## src/rtl/inst_mem_burst_pkg.sv

```systemverilog
// Shared types and default parameters for the instruction-cache line-fill engine.
package inst_mem_burst_pkg;

    typedef enum logic [1:0] {
        BURST_IDLE,
        BURST_ISSUE,
        BURST_DRAIN,
        BURST_DONE
    } burst_state_e;

    localparam int DEF_DATA_WIDTH         = 32;
    localparam int DEF_ADDR_WIDTH         = 16;
    localparam int DEF_BLOCK_OFFSET_WIDTH = 5;
    localparam int DEF_READ_LATENCY       = 1;

endpackage

```

## src/rtl/inst_mem_burst_if.sv

```systemverilog
// Cache miss port plus BRAM read port of the line-fill engine.
// The slave modport is the engine's view; master is the cache/BRAM side.
interface inst_mem_burst_if
    import inst_mem_burst_pkg::*;
#(
    parameter int DATA_WIDTH = DEF_DATA_WIDTH,
    parameter int ADDR_WIDTH = DEF_ADDR_WIDTH
);
    logic [ADDR_WIDTH-1:0] mem_addr;
    logic                  mem_enable;
    logic [DATA_WIDTH-1:0] mem_read;
    logic                  mem_read_valid;
    logic                  mem_last;
    logic [ADDR_WIDTH-1:0] bram_addr;
    logic                  bram_en;
    logic [DATA_WIDTH-1:0] bram_dout;

    modport slave (
        input  mem_addr, mem_enable, bram_dout,
        output mem_read, mem_read_valid, mem_last, bram_addr, bram_en
    );

    modport master (
        output mem_addr, mem_enable, bram_dout,
        input  mem_read, mem_read_valid, mem_last, bram_addr, bram_en
    );
endinterface

```

## src/rtl/inst_mem_burst_valid_pipe.sv

```systemverilog
// DEPTH-stage shift register of {valid,last} that tracks reads in flight
// through the BRAM; a synchronous flush drops everything in flight.
module burst_valid_pipe #(
    parameter int DEPTH = 1
) (
    input  logic clk,
    input  logic rst_n,
    input  logic i_flush,
    input  logic i_valid,
    input  logic i_last,
    output logic o_valid,
    output logic o_last
);
    logic [DEPTH-1:0] r_valid;
    logic [DEPTH-1:0] r_last;

    always_ff @(posedge clk or negedge rst_n) begin
        if (!rst_n) begin
            r_valid <= '0;
            r_last  <= '0;
        end else if (i_flush) begin
            // NOTE: flush outranks the shift so a word entering on the abort edge is dropped too.
            r_valid <= '0;
            r_last  <= '0;
        end else begin
            r_valid[0] <= i_valid;
            r_last[0]  <= i_last & i_valid;
            for (int i = 1; i < DEPTH; i++) begin
                r_valid[i] <= r_valid[i-1];
                r_last[i]  <= r_last[i-1];
            end
        end
    end

    assign o_valid = r_valid[DEPTH-1];
    assign o_last  = r_last[DEPTH-1];
endmodule

```

## src/rtl/inst_mem_burst.sv

```systemverilog
// Line-fill engine: turns one block-aligned miss into BURST_LEN sequential
// BRAM reads and streams the words back with valid/last aligned to the read latency.
module inst_mem_burst
    import inst_mem_burst_pkg::*;
#(
    parameter int DATA_WIDTH         = DEF_DATA_WIDTH,
    parameter int ADDR_WIDTH         = DEF_ADDR_WIDTH,
    parameter int BLOCK_OFFSET_WIDTH = DEF_BLOCK_OFFSET_WIDTH,
    parameter int READ_LATENCY       = DEF_READ_LATENCY
) (
    input  logic             clk,
    input  logic             rst_n,
    inst_mem_burst_if.slave  bus
);
    localparam int BURST_LEN = 1 << BLOCK_OFFSET_WIDTH;
    localparam int CNT_W     = BLOCK_OFFSET_WIDTH + 1;
    localparam logic [CNT_W-1:0]      LAST_OFS = CNT_W'(BURST_LEN - 1);
    localparam logic [ADDR_WIDTH-1:0] OFS_MASK = ADDR_WIDTH'(BURST_LEN - 1);

    burst_state_e          r_state;
    logic [ADDR_WIDTH-1:0] r_base;
    logic [CNT_W-1:0]      r_issue_cnt;
    logic                  r_bram_en;
    logic [ADDR_WIDTH-1:0] r_bram_addr;
    logic                  r_issue_last;

    logic                  w_abort;
    logic                  w_pipe_valid;
    logic                  w_pipe_last;
    logic [ADDR_WIDTH-1:0] w_line_base;

    assign w_line_base = bus.mem_addr & ~OFS_MASK;
    assign w_abort     = ((r_state == BURST_ISSUE) || (r_state == BURST_DRAIN)) && !bus.mem_enable;

    // Offset 0 is issued on the IDLE exit edge so bram_en rises the cycle after the request.
    always_ff @(posedge clk or negedge rst_n) begin
        if (!rst_n) begin
            r_state      <= BURST_IDLE;
            r_base       <= '0;
            r_issue_cnt  <= '0;
            r_bram_en    <= 1'b0;
            r_bram_addr  <= '0;
            r_issue_last <= 1'b0;
        end else begin
            // NOTE: non-blocking assignments keep every register reading pre-edge values.
            case (r_state)
                BURST_IDLE: begin
                    r_bram_en    <= 1'b0;
                    r_issue_last <= 1'b0;
                    if (bus.mem_enable) begin
                        r_base       <= w_line_base;
                        r_bram_en    <= 1'b1;
                        r_bram_addr  <= w_line_base;
                        r_issue_last <= (BURST_LEN == 1);
                        r_issue_cnt  <= CNT_W'(1);
                        r_state      <= (BURST_LEN == 1) ? BURST_DRAIN : BURST_ISSUE;
                    end
                end
                BURST_ISSUE: begin
                    if (!bus.mem_enable) begin
                        r_bram_en    <= 1'b0;
                        r_issue_last <= 1'b0;
                        r_state      <= BURST_IDLE;
                    end else begin
                        r_bram_en    <= 1'b1;
                        r_bram_addr  <= r_base | ADDR_WIDTH'(r_issue_cnt[BLOCK_OFFSET_WIDTH-1:0]);
                        r_issue_last <= (r_issue_cnt == LAST_OFS);
                        r_issue_cnt  <= r_issue_cnt + CNT_W'(1);
                        if (r_issue_cnt == LAST_OFS) r_state <= BURST_DRAIN;
                    end
                end
                BURST_DRAIN: begin
                    r_bram_en    <= 1'b0;
                    r_issue_last <= 1'b0;
                    if (!bus.mem_enable)  r_state <= BURST_IDLE;
                    else if (w_pipe_last) r_state <= BURST_DONE;
                end
                BURST_DONE: begin
                    // Wait for the cache to drop its request before accepting another.
                    r_bram_en    <= 1'b0;
                    r_issue_last <= 1'b0;
                    if (!bus.mem_enable) r_state <= BURST_IDLE;
                end
                default: r_state <= BURST_IDLE;
            endcase
        end
    end

    burst_valid_pipe #(
        .DEPTH (READ_LATENCY)
    ) u_valid_pipe (
        .clk     (clk),
        .rst_n   (rst_n),
        .i_flush (w_abort),
        .i_valid (r_bram_en),
        .i_last  (r_issue_last),
        .o_valid (w_pipe_valid),
        .o_last  (w_pipe_last)
    );

    assign bus.bram_en        = r_bram_en;
    assign bus.bram_addr      = r_bram_addr;
    assign bus.mem_read       = bus.bram_dout;
    assign bus.mem_read_valid = w_pipe_valid;
    assign bus.mem_last       = w_pipe_last;
endmodule

```

## src/flat_wrapper.sv

```systemverilog
// flat-port wrapper written by rule: the top's interface ports become plain ports
module inst_mem_burst_flat import inst_mem_burst_pkg::*;
#(
    parameter int DATA_WIDTH         = DEF_DATA_WIDTH,
    parameter int ADDR_WIDTH         = DEF_ADDR_WIDTH,
    parameter int BLOCK_OFFSET_WIDTH = DEF_BLOCK_OFFSET_WIDTH,
    parameter int READ_LATENCY       = DEF_READ_LATENCY
)
  (clk, rst_n, bus_mem_addr, bus_mem_enable, bus_bram_dout, bus_mem_read, bus_mem_read_valid, bus_mem_last, bus_bram_addr, bus_bram_en);
  inst_mem_burst_if #(.DATA_WIDTH(DATA_WIDTH), .ADDR_WIDTH(ADDR_WIDTH)) bus_i ();
  input  logic clk;
  input  logic rst_n;
  input wire logic [$bits(bus_i.mem_addr)-1:0] bus_mem_addr;
  input wire logic [$bits(bus_i.mem_enable)-1:0] bus_mem_enable;
  input wire logic [$bits(bus_i.bram_dout)-1:0] bus_bram_dout;
  output wire logic [$bits(bus_i.mem_read)-1:0] bus_mem_read;
  output wire logic [$bits(bus_i.mem_read_valid)-1:0] bus_mem_read_valid;
  output wire logic [$bits(bus_i.mem_last)-1:0] bus_mem_last;
  output wire logic [$bits(bus_i.bram_addr)-1:0] bus_bram_addr;
  output wire logic [$bits(bus_i.bram_en)-1:0] bus_bram_en;
  assign bus_i.mem_addr = bus_mem_addr;
  assign bus_i.mem_enable = bus_mem_enable;
  assign bus_i.bram_dout = bus_bram_dout;
  assign bus_mem_read = bus_i.mem_read;
  assign bus_mem_read_valid = bus_i.mem_read_valid;
  assign bus_mem_last = bus_i.mem_last;
  assign bus_bram_addr = bus_i.bram_addr;
  assign bus_bram_en = bus_i.bram_en;
  inst_mem_burst #(.DATA_WIDTH(DATA_WIDTH), .ADDR_WIDTH(ADDR_WIDTH), .BLOCK_OFFSET_WIDTH(BLOCK_OFFSET_WIDTH), .READ_LATENCY(READ_LATENCY)) u_core (.clk(clk), .rst_n(rst_n), .bus(bus_i));
endmodule
```

## config.mk

```make
export PLATFORM = sky130hd
export DESIGN_NAME = inst_mem_burst_flat
export DESIGN_NICKNAME = d
export VERILOG_FILES = /design/src/rtl/inst_mem_burst_pkg.sv /design/src/rtl/inst_mem_burst_if.sv /design/src/rtl/inst_mem_burst_valid_pipe.sv /design/src/rtl/inst_mem_burst.sv /design/src/flat_wrapper.sv
export SDC_FILE = /design/constraint.sdc
export NUM_CORES = 1
export LEC_CHECK = 0
export ABC_AREA = 1
export ABC_CLOCK_PERIOD_IN_PS = 2900
export CORE_ASPECT_RATIO = 1.1
export CORE_MARGIN = 10
export CORE_UTILIZATION = 28
export CTS_BUF_LIST = sky130_fd_sc_hd__clkbuf_4 sky130_fd_sc_hd__clkbuf_8 sky130_fd_sc_hd__clkbuf_16
export DETAILED_ROUTE_END_ITERATION = 6
export PLACE_DENSITY = 0.65
export SLEW_MARGIN = 10
export SYNTH_ARGS = -nofsm -noshare
export SYNTH_HDL_FRONTEND = slang
export SYNTH_HIERARCHICAL = 1
export SYNTH_SLANG_ARGS = --single-unit
```

## constraint.sdc

```tcl
create_clock -name clk -period 2.9 [get_ports clk]
set_input_delay 0.435 -clock clk [delete_from_list [all_inputs] [get_ports clk]]
set_output_delay 0.435 -clock clk [all_outputs]
set_load 0.1 [all_outputs]
```

==> impl_results.md <==
* Routed wire length per instance at 14.02 um
* Overall routed net length at 4.233 mm
* Worst-skew pair later-pin latency at 0.29 ns
* Die area at 11240 um2
* Core Rows at 32
* R2R cell count at 4
* Post-route cell area at 2283 um2
* F_max at 564.0 MHz
* Seq cells post-synth at 39
* Die width at 102.0 um
* Ys Warns at 6
* Synth Net Count at 271
* Chip height at 110.2 um
* CTS tree: done
* Vias at 1360
* Worst hold path class: in -> async
* WP data arrival at 1.95 ns
* First-pass GRT wire length at 7.065 mm
* Num CTS Buffers at 5
* RSZ-0062 raised after global routing: false
* Layout cells sized above 1 at 23.04%
* Vias in the first global route at 1425
* Sink Count at 39
* Final hold vios at 0
* Crit path max fanout at 11
* DRC at 0
* Largest net degree at the start of global routing at 40
* GRT overflow at 0
* Placed cell areas at 2147 um2
* Core ar. at 7127 um2
* Num ports at 102
* Final Skew at 0.008094 ns
* Reg-to-reg endpoint: u_core/r_base[5]$_DFFE_PN0P_
* Req. time, crit path at 3.08 ns
* WS Path Type: reg -> reg
* All-Layer GR Usage at 8.005%
* Max-cap viol count at 0
* CP startpoint kind: flop
* FILL cells at 759
* Status: complete, no violations
* Worst R2R Setup Slack at 1.13 ns
* Placer Congestion at 0.7414
* Routed Antenna Nets at 0
* Number of setup violations in the final report at 0
* Max VDD drop at 0.4535 mV
* Tmin final at 1.773 ns
* Critical Path End Type: flop
* Area grow syn2layout at 10.21%
* Avg Cell Area, Syn at 9.637 um2
* Post-CTS Resized at 0
* Syn Std Cell Area at 2072 um2
* Initial Util at 29.07%
* Fin. max-slew vios at 0
* Port bufs at 32
* Hold_buf cts at 0
* Post-synth cell types at 26
* Via/cell ratio at 4.503
* Worst slew margin at 42.78%
* Fin crit share at 61.14%
* Drt initial violations at 45
* Worst r2r src: u_core/r_state[1]$_DFFE_PN0P_
* TNS Setup at 0 ns
* Longest Clk Path Bufs at 2
* H-Tree Depth at 2
* Pleak at 1.081 nW
* Pre-antenna DRT Iters at 4
* Post-DP HPWL at 3.018 mm
* CTS root buf: clkbuf_8
* Pwr/cell area at 1292 nW/um2
* Clock slew at reported path FFs at 0.07 ns
* Mapped Cells at 215
* Post-CTS setup repair buffer count at 0
* Seq/Total Area, Yosys at 47.10%
* Slew @ Worst Pin at 0.8584 ns
* Ant diodes at 0
* Nets at 272
* Antenna violations before repair at 0
==> state kept, by name (all words and copies together) (netlist names) <==
| register | cells |
|---|---|
| u_core/r_base | 11 |
| u_core/u_valid_pipe/o_valid | 1 |
| u_core/r_issue_last | 1 |
| u_core/r_issue_cnt | 6 |
| u_core/bus.bram_addr | 16 |
| u_core/bus.bram_en | 1 |
| u_core/u_valid_pipe/o_last | 1 |
| u_core/r_state | 2 |
==> metal layers <==
metal  track usage (%)  vias up  part of all wire, %
met3             4.110        9                  9.7
li1                  -      664                    -
met4             3.730        0                  1.7
met2             12.57       34                   47
met5                 0        -                    0
met1             8.864      653                   41
==> report_power, final <==
part	switching [W]	internal [W]	total [W]
Combinational	0.00112	0.000404	0.00153
Clock	0.000183	0.000353	0.000536
Sequential	0.000132	0.000754	0.000886
==> critical path, cell delays in order, from the launching register on <==
cell and delay [ns]:
dfrtp_1 0.59, inv_2 0.12, ha_1 0.25, nand2_2 0.33, mux2_2 0.38
==> cell type report <==
cell class,instances,area (um2),area share [%]
Sequential cell,39,975.9,42.74
Clock buffer,6,76.32,3.342
Timing Repair Buffer,33,275.3,12.05
Inverter,15,58.81,2.575
Clock inverter,2,60.06,2.630
Multi-Input combinational cell,122,730.7,32.00
Tap cell,85,106.4,4.658
==> Yosys cell counts (all sizes together) <==
| cell | n | area share (%) |
|---|---|---|
| ha | 5 | 3.0 |
| nor2 | 22 | 4.6 |
| inv | 14 | 2.7 |
| nand3 | 6 | 1.4 |
| o31ai | 4 | 1.4 |
| o21bai | 1 | 0.91 |
| o21a | 1 | 0.36 |
| nor3 | 1 | 0.24 |
| o21ai | 25 | 6.0 |
| a21oi | 5 | 1.4 |
| dfrtp | 39 | 47 |
| nand2 | 41 | 8.0 |
| buf | 39 | 15 |
| clkinv | 1 | 0.18 |
| mux2 | 11 | 7.8 |
==> how the worst max path moves through the flow <==
| stage | startpoint | end | slack [ns] | cells after the start |
|---|---|---|---|---|
| floorplan | u_core/u_valid_pipe/o_last$_DFF_PN0_ | u_core/r_state[1]$_DFFE_PN0P_ | 1.42 | 5 |
| global placement | bus_mem_enable | u_core/bus.bram_addr[0]$_DFFE_PN0P_ | 0.85 | 5 |
| detailed placement | bus_mem_enable | u_core/bus.bram_addr[0]$_DFFE_PN0P_ | 0.84 | 5 |
| CTS | u_core/r_state[1]$_DFFE_PN0P_ | u_core/r_base[5]$_DFFE_PN0P_ | 1.11 | 4 |
| global route | u_core/r_state[1]$_DFFE_PN0P_ | u_core/r_state[1]$_DFFE_PN0P_ | 1.02 | 8 |
| finish | u_core/r_state[1]$_DFFE_PN0P_ | u_core/r_base[5]$_DFFE_PN0P_ | 1.13 | 4 |
==> cells by family after synthesis <==
logic type	after synthesis	share of synthesized area [%]
simple gates	70	14.31
fa+ha+maj	5	3.019
mux	11	7.790
buf+inv	54	17.63
compound gates	36	10.15
flops	39	47.10
==> cells in the final DEF (no fill, tap or decap) <==
cell             instances
a21oi_1                  4
a21oi_2                  1
buf_2                    1
buf_4                   20
bufinv_16                2
clkbuf_4                 1
clkbuf_8                 5
clkdlybuf4s50_1         12
clkinv_1                 1
dfrtp_1                 39
ha_1                     5
inv_1                   12
inv_2                    1
inv_4                    1
mux2_2                   1
mux2_4                  10
nand2_1                 38
nand2_2                  2
nand2_4                  1
nand3_1                  6
nor2_1                  19
nor2_2                   2
nor2_4                   1
nor3_1                   1
o21a_1                   1
o21ai_0                 14
o21ai_1                 11
o21bai_4                 1
o31ai_1                  4
==> metrics by stage <==
stage | total power, W | cells | hold slack [ns] | worst slack (ns) | utilization [%]
finish | 0.002950 | 302 | 0.2600 | 1.127 | 32.04
global route | 0.003122 | 302 | 0.3141 | 1.015 | 32.04
CTS | 0.002992 | 302 | 0.2851 | 1.111 | 32.04
detailed placement | 0.002442 | 294 | 0.4795 | 0.8407 | 30.13
global placement | 0.002423 | 294 | 0.4728 | 0.8520 | 30.13
floorplan | 0.002320 | 215 | 0.1394 | 1.417 | -
No activity file was read; power rests on OpenSTA's default activity.
